--- src/rtl/regfile_stream_reader_if.sv ---
// regfile_stream_reader_if: valid/ready beat stream carrying a regfile word and its source address
// Signals: valid, ready, data[DATA_WIDTH], addr[12], last
// Modports: master (drives the beat, samples ready), slave (samples the beat, drives ready)
interface regfile_stream_reader_if #(parameter int DATA_WIDTH = 8);
  logic valid, ready, last;
  logic [DATA_WIDTH-1:0] data;
  logic [11:0] addr;
  modport master(output valid, data, addr, last, input ready);
  modport slave(input valid, data, addr, last, output ready);
endinterface

--- src/rtl/regfile_stream_reader.sv ---
// regfile_stream_reader: walks an address range of an append-only regfile and streams the words out
// Ports: clk, rst (sync, active-high); start/base_addr/length launch a transfer; abort cancels it;
//   wr_count is the regfile write pointer; ran_re/ran_r_addr/ran_r_data form the random-read port;
//   m is the output beat stream; busy is high outside IDLE; done pulses once after the last beat.
// Option: REGFILE_READER_STRIDE_EN adds a 12-bit stride input (address step), otherwise the step is 1.
module regfile_stream_reader #(parameter int DATA_WIDTH = 8) (
  input  logic                  clk,
  input  logic                  rst,
  input  logic                  start,
  input  logic [11:0]           base_addr,
  input  logic [12:0]           length,
`ifdef REGFILE_READER_STRIDE_EN
  input  logic [11:0]           stride,
`endif
  input  logic                  abort,
  input  logic [12:0]           wr_count,
  output logic                  ran_re,
  output logic [11:0]           ran_r_addr,
  input  logic [DATA_WIDTH-1:0] ran_r_data,
  regfile_stream_reader_if.master m,
  output logic                  busy,
  output logic                  done
);
  typedef enum logic [1:0] {IDLE, FETCH, DRAIN} state_t;
  state_t state, state_nx;
  logic [11:0] addr, last_addr, step;
  logic [12:0] remaining;
  logic slot_free, fire, issue, launch;
  assign slot_free = !m.valid || m.ready;
  assign fire = m.valid && m.ready;
  assign launch = state == IDLE && start;
`ifdef REGFILE_READER_STRIDE_EN
  always_ff @(posedge clk)
    if (rst) step <= '0;
    else if (launch) step <= stride;
`else
  assign step = 12'd1;
`endif
  always_ff @(posedge clk)
    if (rst) state <= IDLE;
    else state <= state_nx;
  always_comb begin
    state_nx = state;
    if (state == IDLE) state_nx = launch && length != 13'd0 ? FETCH : IDLE;
    else if (abort) state_nx = IDLE;
    else if (state == FETCH) state_nx = issue && remaining == 13'd1 ? DRAIN : FETCH;
    else state_nx = fire && m.last ? IDLE : DRAIN;
  end
  // abort suppresses the read so no regfile word is consumed in a cancelled cycle
  always_comb begin
    busy = state != IDLE;
    issue = state == FETCH && !abort && slot_free && {1'b0, addr} < wr_count;
    ran_re = issue;
    ran_r_addr = issue ? addr : last_addr;
  end
  always_ff @(posedge clk)
    if (rst) begin
      addr <= '0;
      remaining <= '0;
      last_addr <= '0;
      done <= 1'b0;
      m.valid <= 1'b0;
      m.data <= '0;
      m.addr <= '0;
      m.last <= 1'b0;
    end else begin
      done <= (launch && length == 13'd0) || (state == DRAIN && !abort && fire && m.last);
      if (launch) begin
        addr <= base_addr;
        remaining <= length;
      end else if (issue) begin
        addr <= addr + step;
        remaining <= remaining - 13'd1;
      end
      if (issue) begin
        last_addr <= addr;
        m.valid <= 1'b1;
        m.data <= ran_r_data;
        m.addr <= addr;
        m.last <= remaining == 13'd1;
      end else if ((busy && abort) || fire) begin
        m.valid <= 1'b0;
        m.last <= 1'b0;
      end
    end
endmodule

--- src/flat_wrapper.sv ---
// flat-port wrapper written by rule: the top's interface ports become plain ports
module regfile_stream_reader_flat 
#(parameter int DATA_WIDTH = 8)
  (clk, rst, start, base_addr, length, abort, wr_count, ran_re, ran_r_addr, ran_r_data, busy, done, m_valid, m_data, m_addr, m_last, m_ready);
  regfile_stream_reader_if #(.DATA_WIDTH(DATA_WIDTH)) m_i ();
  input  logic clk;
  input  logic rst;
  input  logic start;
  input  logic [11:0] base_addr;
  input  logic [12:0] length;
  input  logic abort;
  input  logic [12:0] wr_count;
  output logic ran_re;
  output logic [11:0] ran_r_addr;
  input  logic [DATA_WIDTH-1:0] ran_r_data;
  output logic busy;
  output logic done;
  output wire logic [$bits(m_i.valid)-1:0] m_valid;
  output wire logic [$bits(m_i.data)-1:0] m_data;
  output wire logic [$bits(m_i.addr)-1:0] m_addr;
  output wire logic [$bits(m_i.last)-1:0] m_last;
  input wire logic [$bits(m_i.ready)-1:0] m_ready;
  assign m_valid = m_i.valid;
  assign m_data = m_i.data;
  assign m_addr = m_i.addr;
  assign m_last = m_i.last;
  assign m_i.ready = m_ready;
  regfile_stream_reader #(.DATA_WIDTH(DATA_WIDTH)) u_core (.clk(clk), .rst(rst), .start(start), .base_addr(base_addr), .length(length), .abort(abort), .wr_count(wr_count), .ran_re(ran_re), .ran_r_addr(ran_r_addr), .ran_r_data(ran_r_data), .m(m_i), .busy(busy), .done(done));
endmodule
--- config.mk ---
export PLATFORM = sky130hd
export DESIGN_NAME = regfile_stream_reader_flat
export DESIGN_NICKNAME = d
export VERILOG_FILES = /design/src/rtl/regfile_stream_reader_if.sv /design/src/rtl/regfile_stream_reader.sv /design/src/flat_wrapper.sv
export SDC_FILE = /design/constraint.sdc
export NUM_CORES = 1
export LEC_CHECK = 0
export BUFFER_PORTS_ARGS = -buffer_cell sky130_fd_sc_hd__buf_2
export CAP_MARGIN = 0
export CORE_MARGIN = 2
export CORE_UTILIZATION = 53
export DETAILED_ROUTE_END_ITERATION = 7
export PLACE_DENSITY = 0.8
export SETUP_SLACK_MARGIN = 0.2
export SLEW_MARGIN = 10
export SYNTH_ARGS = -nofsm -noshare
export SYNTH_HDL_FRONTEND = slang
export SYNTH_SLANG_ARGS = --single-unit
--- constraint.sdc ---
create_clock -name clk -period 2.5 [get_ports clk]
set_input_delay 0.25 -clock clk [delete_from_list [all_inputs] [get_ports clk]]
set_output_delay 0.25 -clock clk [all_outputs]
set_load 0.005 [all_outputs]
* Word level (Yosys, flattened, before mapping)
Index checks and enable logic that the tools add are counted.
Operators by class: add/sub/neg operators 2, order comparisons 1, eq/ne operators 3, mux-type cells 14, reductions and logical operators 24
Operators by type and width (number):
- 12-bit two-way mux | 3
- 13-bit two-way mux | 2
- 13-bit by 1-bit == test with 1-bit output, second input constant | 1
- 1-bit logical AND | 13
- 13-bit zero test | 1
- 12-bit by 13-bit less-than comparator with 1-bit output | 1
- 13-bit nonzero test | 1
- 13-bit by 1-bit subtractor with 13-bit output, second input constant | 1
- 12-bit by 1-bit adder with 12-bit output, second input constant | 1
- 2-bit two-way mux | 5
- 2-bit nonzero test | 3
- 1-bit two-way mux | 4
- 1-bit logical OR | 3
- 2-bit by 1-bit == test with 1-bit output, second input constant | 1
- 2-bit == test, second input constant | 1
- 1-bit zero test | 2
- 2-bit zero test | 1
Word-level totals: bits in registers 62, bits of input ports 51, logic and storage cells 53

* Depth between registers and ports, before layout
Gate-level depths: netlist of the first run.
depth in word-level cells 9, gate-level depth with buffers 9, mapped depth without buffers 8

* Least setup slack after synthesis of the first run
OpenSTA, ideal clock, no wires.
kind register to output, start point register u_core.addr[8], end point output ran_r_addr[0], arrival time 2000 ps, required time 2250 ps, slack 250 ps, stages on the path, launching flop included 9, buffers on the path 2, cell sequence dfxtp_1 > ha_1 > a21oi_1 > nor2_1 > or4_4 > buf_6 > clkbuf_1 > o21ai_0 > nand2_1
On the way: word-level cells in the longest chain between the ends 3
RTL lines:
- start: declaration | RTL line regfile_stream_reader.sv:26 | logic [11:0] addr, last_addr, step;
- start signal: assignment | RTL line regfile_stream_reader.sv:69 | addr <= base_addr;
- start signal: assignment | RTL line regfile_stream_reader.sv:72 | addr <= addr + step;
- 12-bit by 13-bit less-than comparator with 1-bit output | RTL line regfile_stream_reader.sv:52 | issue = state == FETCH && !abort && slot_free && {1'b0, addr} < wr_count;
- 1-bit logical AND | RTL line regfile_stream_reader.sv:52
- 12-bit two-way mux | RTL line regfile_stream_reader.sv:54 | ran_r_addr = issue ? addr : last_addr;
- end: declaration | RTL line flat_wrapper.sv:14 | output logic [11:0] ran_r_addr;
No other way between the ends.

* Final worst setup path of the first run
start point register u_core.addr[6], end point output ran_r_addr[2]
Same word-level chain as after synthesis.

==> results of run 1 <==
timing repair:
item	in CTS	in global routing
setup endpoints to repair	16	57
hold buffers	0	0
endpoints found under the hold margin	0	0
pin swaps	13	52
buffers inserted	9	15
gates resized for setup	59	70
gates cloned	3	2
report_power, final:
| group | internal, uW | switching (uW) | leakage [uW] |
|---|---|---|---|
| Combinational | 265 | 358 | 0.00145 |
| Clock | 360 | 439 | 0.0000755 |
| Sequential | 1040 | 64.0 | 0.000509 |
| Total | 1670 | 860 | 0.00203 |
kinds of logic after synthesis:
family	after synthesis
simple gates	160
compound gates	143
flops	62
buf+inv	54
fa+ha+maj	14
mux	1
state kept, by name (all words and copies together) (netlist names):
register,flops
u_core.last_addr,12
u_core.m.data,8
u_core.state,2
u_core.m.valid,1
u_core.done,1
u_core.m.addr,12
u_core.m.last,1
u_core.addr,12
u_core.remaining,13
through the flow:
step,TNS (ns),hold slack (ns),cell area (um^2),total power [uW],utilization
floorplan,0,0.398,3380,1390,-
global placement,0,0.460,3970,1550,0.636
detailed placement,0,0.467,3970,1560,0.636
CTS,-0.111,0.143,4510,2400,0.723
global route,-2.53,0.161,4940,2600,0.792
finish,-1.37,0.150,4940,2530,0.792
cell type report:
cell class                      count  area (um^2)  share of cell area
Multi-Input combinational cell    318         2370               0.479
Sequential cell                    62         1250               0.253
Timing Repair Buffer              136          991               0.200
Clock buffer                       11          131              0.0266
Tap cell                           77         96.3              0.0195
Inverter                           19         71.3              0.0144
Clock inverter                      5         36.3             0.00734
how the worst max path moves through the flow:
stage | startpoint | end | slack [ns] | cells past startpoint
after floorplan | u_core.addr[8]$_SDFFE_PP0P_ | ran_r_addr[0] | 0.25 | 8
after global placement | wr_count[10] | u_core.addr[0]$_SDFFE_PP0P_ | 0.13 | 9
after detailed placement | wr_count[10] | ran_r_addr[2] | 0.02 | 10
after CTS | u_core.addr[10]$_SDFFE_PP0P_ | ran_r_addr[8] | -0.02 | 9
after global routing | u_core.addr[10]$_SDFFE_PP0P_ | ran_r_addr[2] | -0.20 | 9
final | u_core.addr[6]$_SDFFE_PP0P_ | ran_r_addr[2] | -0.13 | 8
synthesized netlist by cell type, types with 9 or more instances:
master / instances
dfxtp_1: 62
a21oi_1: 43
o21ai_0: 41
nand2_1: 37
clkbuf_1: 34
nor2_1: 30
nand3_1: 25
inv_1: 19
ha_1: 14
nor3_1: 13
nand4_1: 10
a211oi_1: 9
o211ai_1: 9
per-layer routing:
layer,part of all wire,wire length (um),vias up,GRT usage
met3,0.096,1300,95,0.0752
met4,0.062,843,0,0.158
li1,-,-,1840,-
met1,0.37,4950,1959,0.367
met5,0,0,-,0
met2,0.48,6420,360,0.502
cells in the final DEF (no fill, tap or decap), types with 4 or more instances in the layout:
cell and count:
o311a_1 5, dfxtp_1 54, and2_1 4, buf_8 5
nand2_1 37, clkbuf_8 9, dfxtp_2 8, o211ai_1 9
or3_1 4, or4_1 5, a31oi_1 6, buf_4 26
o21ai_2 15, inv_1 18, o21ai_0 17, a41oi_1 4
buf_6 12, nor4_1 5, o21ai_4 8, buf_2 87
nand3_1 25, nand4_1 10, nor2_1 28, a211oi_2 6
a311oi_1 5, a21oi_1 40, ha_1 9, nor3_1 11
ha_4 5, a32oi_1 4
critical path, cell delays in order, from the launching register on:
cell	delay, ns
dfxtp_1	0.42
ha_4	0.24
a21oi_2	0.21
nor3_4	0.08
or4_4	0.50
buf_12	0.20
o21ai_4	0.15
nand2_1	0.07
buf_2	0.14
==> results.yml, run 1 <==
status:
  status: "finished, violations left"
  violations: "negative setup slack"
worst_setup_path:
  critPathRequiredTime_ns: 2.25
  critPathKind: "flip-flop to output pin"
  worst_setup_path_end_kind: "output pin"
  timing.rr.start: "u_core.addr[6]$_SDFFE_PP0P_"
  reg2regPathDepth: 8
  r2r_end: "u_core.remaining[11]$_SDFFE_PP0P_"
  ff2ff_setup_slack_ns: -0.09
  crit_fanout: 8
  arrival_ns: 2.38
  crit_path_start_kind: "flip-flop"
floorplanning:
  io_pins: 88
  die_w_um: 83.8
  dieHeight_um: 83.8
  start_util: 0.541
  coreArea_um2: 6240
  dieArea_um2: 7030
  placementRows: 29
routing:
  wl_per_cell_um: 21.5
  vias_per_cell: 6.77
  firstDrtPassIters: 5
  routed_wl_um: 13500
  drt_iter0_markers: 475
  drc_errors: 0
  via_count: 4254
  ant_nets: 0
timing:
  min_period_ns: 2.63
  maxSlewHeadroom: 0.422
  worstMarginPinSlew_ns: 0.868
  report.final.hold_viol_count: 0
  report.final.setup_viol: 16
  fin_skew_ns: 0.0120
  drv_slew: 0
  fin_ws_ns: -0.133
  rsz0062_at_grt: "yes"
  fin_crit_sh: 1.05
  fmax_mhz: 380
run:
  cap_violations: 0
yosys:
  ys_seq_area_frac: 0.367
  synth_top_family_by_area: "compound AO/OA/AOI/OAI gates"
  synth_xor_area_frac: 0
  syn_nets: 499
  synth_top_area_share: 0.367
  synth_compound_area_frac: 0.269
  yosys.area_share.simple: 0.247
  syn_area_um2: 3380
  synthMuxAreaShare: 0.00333
  ys.flop_type: "dfxtp_1"
  synth_edf_count: 0
  yosys.area.top_type: "dfxtp_1"
  yosys_register_bits: 62
  synth_warnings: 0
  synth.avg_cell_area_um2: 7.78
  synthCells: 434
  async_flop_share: 0
  ys_types: 48
  yosys-top-cells-area: "dfxtp_1 (37%), a21oi_1 (6.4%), o21ai_0 (6.1%), ha_1 (5.2%), nand2_1 (4.1%)"
  yosys.area_share.adder: 0.0519
clocking:
  cts_root_buffer: "clkbuf_8"
  clkLatencyLatePin_ns: 0.36
  clock_sinks: 62
  numCtsBuffers: 9
  clk_pin_slew_worst_paths_ns: 0.07
  h-tree-depth: 3
  clockBufferDepth: 2
  cts_tree: "built"
pwr:
  power_density_nw_per_um2: 511
  power_leakage_uw: 0.00203
  ir_drop_v: 0.000431
finish:
  final_cells: 628
  diodes: 0
  area_growth_pct: 46.3
  num-nets-final: 611
  drive_gt1_frac: 0.408
  fill_cells: 386
grt:
  grt_overflow: 0
  grt_max_degree: 46
  grt_use_total: 0.305
  antenna_found_initial: 0
  grt_pass1_vias: 3758
  grt_pass1_wl_um: 17500
place:
  gp_congestion: 0.905
  io_buffers: 87
  place_ws_ns: 0.0162
  dp_hpwl_um: 6590
  dp.cells: 584
hold_path:
  hold_depth: 3
  hp-start: "ran_r_data[0]"
  hp-class: "input port to flip-flop"
  hold_end: "u_core.m.data[0]$_SDFFE_PP0P_"
No activity file was read; power rests on OpenSTA's default activity.
==> run 2, diff against run 1 <==
Settings changed: TNS_END_PERCENT set to 30.
==> run 2 against run 1 <==
  * The run still ends with negative setup slack left
  * Largest cell class unchanged
  * Wire length shrank 16%
  * Clock skew is 0.0013 ns higher
  * Critical path depth did not move
  * Total power fell by 4.8%
  * Critical path type unchanged
  * Utilization down 5.8 points
  * Highest routed layer unchanged
  * Sequential cell count is the same
==> results.yml, run 2 (synthesis results as in run 1) <==
worst_setup_path:
  r2r_end: "u_core.remaining[11]$_SDFFE_PP0P_"
  critPathKind: "flip-flop to output pin"
  max_stage_delay_ns: 0.39
  path_cells: "ha_1 -> nand4_1 -> a211o_4 -> nor2_4 -> clkbuf_16 -> o21ai_2 -> nand2_1 -> buf_2"
  cp-endpoint: "ran_r_addr[0]"
  critPathRequiredTime_ns: 2.25
  arrival_ns: 2.36
  reg2regPathDepth: 8
  worst_setup_path_end_kind: "output pin"
  crit_start: "u_core.addr[5]$_SDFFE_PP0P_"
  ff2ff_setup_slack_ns: -0.02
  timing.rr.start: "u_core.addr[11]$_SDFFE_PP0P_"
  crit_path_start_kind: "flip-flop"
  crit_fanout: 6
  cp_slowest_cell: "dfxtp_1"
routing:
  firstDrtPassIters: 5
  drt_iter0_markers: 308
  drc_errors: 0
  vias_per_cell: 6.49
  ant_nets: 0
  routed_wl_um: 11300
  wl_per_cell_um: 18.3
  via_count: 3997
clocking:
  clkLatencyLatePin_ns: 0.35
  cts_root_buffer: "clkbuf_8"
  cts_tree: "built"
  h-tree-depth: 3
  hold_buffers: 0
  clockBufferDepth: 2
  clk_pin_slew_worst_paths_ns: 0.08
  numCtsBuffers: 9
  clock_sinks: 62
finish:
  largest_reg_flops: 13
  diodes: 0
  final_cell_mix: "buf_2 (87), dfxtp_1 (56), a21oi_1 (40), nand2_1 (37)"
  regMostFlops: "u_core.remaining"
  drive_gt1_frac: 0.347
  area_growth_pct: 35.6
  num-nets-final: 599
  final_common_cell: "buf_2"
  final_cells: 616
  design_area_um2: 4580
place:
  placed_cell_area_um2: 3970
  gp_congestion: 0.905
  dp_hpwl_um: 6590
  dp.cells: 584
  io_buffers: 87
floorplanning:
  dieHeight_um: 83.8
  coreArea_um2: 6240
  placementRows: 29
  die_w_um: 83.8
  io_pins: 88
  dieArea_um2: 7030
  start_util: 0.541
timing:
  drv_slew: 0
  report.final.hold_viol_count: 0
  maxSlewHeadroom: 0.430
  fin_crit_sh: 1.04
  fin_ws_ns: -0.109
  fin_skew_ns: 0.0133
  worstMarginPinSlew_ns: 0.855
  min_period_ns: 2.61
  fmax_mhz: 383
  rsz0062_at_grt: "yes"
  report.final.setup_viol: 13
status:
  violations: "negative setup slack"
  status: "finished, violations left"
run:
  cap_violations: 0
grt:
  grt_max_degree: 46
  grt_pass1_wl_um: 17100
  grt_overflow: 0
  grt_pass1_vias: 3698
  grt_use_total: 0.298
  antenna_found_initial: 0
hold_path:
  hp-class: "input port to flip-flop"
pwr:
  power_density_nw_per_um2: 526
  power_leakage_uw: 0.00193
  ir_drop_v: 0.000433
[run 2: cell count changes in the layout (fill, tap and decap cells not counted), sizes merged]
cell and delta:
buf -13, bufbuf +1
[run 2: critical path: cells and delay by family, from the launching register on]
| kind | cells | cell delay (ns) |
|---|---|---|
| buffers and inverters | 2 | 0.33 |
| adder cells (fa/ha/maj) | 1 | 0.31 |
| AO/OA/AOI/OAI | 2 | 0.46 |
| AND/OR/NAND/NOR | 3 | 0.50 |
| flip-flops | 1 | 0.39 |
[run 2: metal layers]
metal,vias to the layer above,track usage,wire (um)
met1,1878,0.361,4340
met4,0,0.144,336
met2,252,0.492,5620
li1,1818,-,-
met5,-,0,0
met3,49,0.0742,991
[run 2: final cells by class]
cell class | instances | area (um^2)
Inverter | 19 | 71.3
Timing Repair Buffer | 124 | 851
Fill cell | 470 | 1660
Sequential cell | 62 | 1250
Multi-Input combinational cell | 318 | 2150
Tap cell | 77 | 96.3
Clock buffer | 11 | 131
Clock inverter | 5 | 36.3
[run 2: worst min path at each step]
| stage | to | slack [ns] | start | depth (start not counted) |
|---|---|---|---|---|
| floorplan | u_core.m.data[0]$_SDFFE_PP0P_ | 0.40 | ran_r_data[0] | 2 |
| global placement | u_core.m.data[1]$_SDFFE_PP0P_ | 0.46 | u_core.m.data[1]$_SDFFE_PP0P_ | 2 |
| detailed placement | u_core.m.addr[11]$_SDFFE_PP0P_ | 0.47 | u_core.m.addr[11]$_SDFFE_PP0P_ | 2 |
| CTS | u_core.m.data[5]$_SDFFE_PP0P_ | 0.14 | ran_r_data[5] | 3 |
| global route | u_core.remaining[12]$_SDFFE_PP0P_ | 0.17 | length[12] | 3 |
| finish | u_core.m.data[6]$_SDFFE_PP0P_ | 0.15 | ran_r_data[6] | 3 |
[run 2: repair_timing]
| action | in CTS | in global routing |
|---|---|---|
| hold endpoints to repair | 0 | 0 |
| gates cloned | 3 | 2 |
| resized for setup | 54 | 9 |
| setup endpoints to repair | 16 | 50 |
| setup buffers | 5 | 6 |
| pin swaps | 10 | 4 |
[run 2: where the power goes]
group | internal (uW) | leakage (uW) | switching [uW] | total (uW)
sequential | 1040 | 0.000508 | 56.5 | 1100
clock | 359 | 0.0000755 | 413 | 772
combinational | 235 | 0.00135 | 302 | 537
total | 1640 | 0.00193 | 771 | 2410
[run 2: per-stage QoR]
step	hold WS (ns)	total power (uW)	util	setup WS (ns)	setup TNS, ns
2_1_floorplan	0.398	1390	-	0.250	0
3_3_place_gp	0.460	1550	0.636	0.127	0
3_5_place_dp	0.467	1560	0.636	0.0162	0
4_1_cts	0.143	2380	0.712	-0.0202	-0.0887
5_1_grt	0.167	2510	0.734	-0.189	-2.12
6_report	0.154	2410	0.734	-0.109	-1.03
==> run 3, diff against run 2 <==
Settings changed: ABC_AREA set to 1, CORE_UTILIZATION 53 to 45, PLACE_DENSITY 0.8 to 0.7.
==> run 3 against run 2 <==
  * The flow now finishes without violations
  * Die area up 17%
  * Final cell count up 18%
  * Critical path type unchanged
  * Critical endpoint is now ran_r_addr[8]
  * First-iteration DRC count down 30%
  * Critical path depth up 3
  * Non-clock buffer count down 6
  * Worst hold slack worse by 0.020 ns
  * Highest routed layer unchanged
  * Maximum frequency up 13%
==> results.yml, run 3 <==
routing:
  drc_errors: 0
  firstDrtPassIters: 4
  drt_iter0_markers: 216
  vias_per_cell: 5.08
  via_count: 3691
  wl_per_cell_um: 13.5
  ant_nets: 0
  routed_wl_um: 9780
yosys:
  yosysMostFrequentCell: "nand2_1"
  yosys.area.top_type: "dfxtp_1"
  synth_top_area_share: 0.368
  syn_nets: 580
  yosys-top-cells-area: "dfxtp_1 (37%), nand2_1 (18%), a21oi_1 (7.9%), nand3_1 (7.4%), nor2_1 (5.4%)"
  ys_seq_area_frac: 0.368
  synthCells: 515
  ys_types: 27
  synth_xor_area_frac: 0.0233
  netlist_top_cells_count: "nand2_1 (161), dfxtp_1 (62), a21oi_1 (53)"
  syn_area_um2: 3380
  synthMuxAreaShare: 0
  synth_warnings: 0
  yosys.area_share.adder: 0.0519
  yosys.area_share.simple: 0.348
  synth_compound_area_frac: 0.125
  synth_edf_count: 0
  yosys_register_bits: 62
  ys.flop_type: "dfxtp_1"
  async_flop_share: 0
  synth.avg_cell_area_um2: 6.56
  synth_top_family_by_area: "simple AND/OR/NAND/NOR gates"
timing:
  report.final.setup_viol: 0
  min_period_ns: 2.31
  report.final.hold_viol_count: 0
  setup-tns-final_ns: 0
  fin_ws_ns: 0.192
  worstMarginPinSlew_ns: 0.519
  fin_crit_sh: 0.923
  maxSlewHeadroom: 0.653
  fmax_mhz: 433
  drv_slew: 0
  rsz0062_at_grt: "yes"
  fin_skew_ns: 0.00984
finish:
  largest_reg_flops: 13
  diodes: 0
  num-nets-final: 687
  regMostFlops: "u_core.remaining"
  final_common_cell: "nand2_1"
  area_growth_pct: 38.8
  final_cell_mix: "nand2_1 (140), buf_2 (86), dfxtp_1 (55), a21oi_1 (53), nand3_1 (47)"
  design_area_um2: 4690
  drive_gt1_frac: 0.305
worst_setup_path:
  path_buf_inv: 2
  path_cells: "ha_1 -> nand2_1 -> nor2_1 -> nand2_1 -> nand3_2 -> nand2_4 -> nand2_8 -> buf_12 -> nand2_4 -> nand2_1 -> buf_2"
  cp_slowest_cell: "dfxtp_2"
  crit_fanout: 7
  arrival_ns: 2.06
  critPathRequiredTime_ns: 2.25
  critPathKind: "flip-flop to output pin"
  worst_setup_path_end_kind: "output pin"
  max_stage_delay_ns: 0.35
  crit_top_cell: "nand2_1"
  critPathTopFamily: "simple AND/OR/NAND/NOR gates"
  crit_path_start_kind: "flip-flop"
clocking:
  h-tree-depth: 3
  clk_pin_slew_worst_paths_ns: 0.08
  clockBufferDepth: 2
  clkLatencyLatePin_ns: 0.36
  numCtsBuffers: 9
  clock_sinks: 62
  hold_buffers: 0
  cts_tree: "built"
  cts_root_buffer: "clkbuf_8"
pwr:
  power_density_nw_per_um2: 580
  swShare: 0.311
  comb_power_share: 0.231
  ir_drop_v: 0.000316
  p_seq_frac: 0.405
  power_leakage_uw: 0.00236
  p_sw_uw: 846
  intPower_uw: 1870
  clkPwrFrac: 0.364
floorplanning:
  coreArea_um2: 7250
  start_util: 0.466
  dieArea_um2: 8210
  io_pins: 88
  dieHeight_um: 90.6
  die_w_um: 90.6
  placementRows: 31
grt:
  grt_use_total: 0.220
  antenna_found_initial: 0
  grt_pass1_vias: 3234
  grt_overflow: 0
  grt_max_degree: 49
  grt_pass1_wl_um: 14500
place:
  io_buffers: 87
  gp_congestion: 0.842
  placed_cell_area_um2: 3910
  dp_hpwl_um: 6130
  place_ws_ns: 0.203
run:
  cap_violations: 0
hold_path:
  hp-class: "input port to flip-flop"
status:
  status: "finished clean"
## run 3: cell types whose count changed after synthesis, sizes merged, moves of 16 or more
| cell | before | now |
|---|---|---|
| nand2 | 37 | 170 |
| clkbuf | 34 | 6 |
| inv | 19 | 44 |
| nand3 | 25 | 50 |
| nor2 | 30 | 51 |
| o21ai | 41 | 21 |
| buf | 1 | 17 |
## run 3: layer usage
| metal | GRT usage | wire, um | up-vias |
|---|---|---|---|
| li1 | - | - | 1867 |
| met1 | 0.250 | 3990 | 1680 |
| met2 | 0.391 | 5000 | 118 |
| met3 | 0.0576 | 519 | 26 |
| met4 | 0.0885 | 261 | 0 |
| met5 | 0 | 0 | - |
## run 3: area by class of cell
class / instances / area [um^2]
Clock inverter: 7 / 97.6
Tap cell: 99 / 124
Timing Repair Buffer: 118 / 778
Clock buffer: 9 / 124
Fill cell: 638 / 2570
Sequential cell: 62 / 1260
Inverter: 44 / 178
Multi-Input combinational cell: 386 / 2120
Timing Repair inverter: 1 / 8.76
## run 3: worst paths after layout
check / startpoint / endpoint / slack (ns) / cells past startpoint
min reg2reg: u_core.m.addr[1]$_SDFFE_PP0P_ / u_core.m.addr[1]$_SDFFE_PP0P_ / 0.46 / 2
max reg2reg: u_core.addr[4]$_SDFFE_PP0P_ / u_core.addr[11]$_SDFFE_PP0P_ / 0.35 / 12
min: ran_r_data[0] / u_core.m.data[0]$_SDFFE_PP0P_ / 0.13 / 3
max: u_core.addr[4]$_SDFFE_PP0P_ / ran_r_addr[8] / 0.19 / 11
## run 3: cells by family after synthesis
logic type / Yosys count
simple gates: 282
compound gates: 81
xor+xnor: 9
fa+ha+maj: 14
buf+inv: 67
flops: 62
## run 3: what timing repair did
item	in CTS	in global routing
setup endpoints to repair	22	36
gates cloned	2	2
pin swaps	1	19
resized for setup	12	71
endpoints found under the hold margin	0	0
setup buffers	5	13
## run 3: power by group through the flow
stage | Clock, uW | Sequential, uW | Combinational, uW
2_1_floorplan | 0 | 1110 | 383
3_3_place_gp | 0 | 1120 | 520
3_5_place_dp | 0 | 1120 | 529
4_1_cts | 1000 | 1100 | 560
5_1_grt | 1050 | 1110 | 704
6_report | 991 | 1100 | 628
## run 3: metrics by stage
| step | hold WS (ns) | std cells | total power [uW] | utilization |
|---|---|---|---|---|
| after detailed placement | 0.455 | 688 | 1650 | 0.538 |
| after floorplan | 0.415 | 515 | 1500 | - |
| after CTS | 0.134 | 711 | 2660 | 0.587 |
| final | 0.134 | 726 | 2720 | 0.646 |
| after global placement | 0.451 | 688 | 1640 | 0.538 |
| after global routing | 0.155 | 726 | 2860 | 0.646 |
## run 3: worst reg2reg max path: stages (launching register included)
cell,delay [ns]
dfxtp_2,0.35
ha_1,0.30
nand2_1,0.08
nor2_1,0.15
nand2_1,0.10
nand3_2,0.10
nand2_4,0.08
nand2_8,0.16
buf_4,0.15
buf_4,0.09
bufbuf_16,0.29
nand3_1,0.09
a21oi_1,0.15
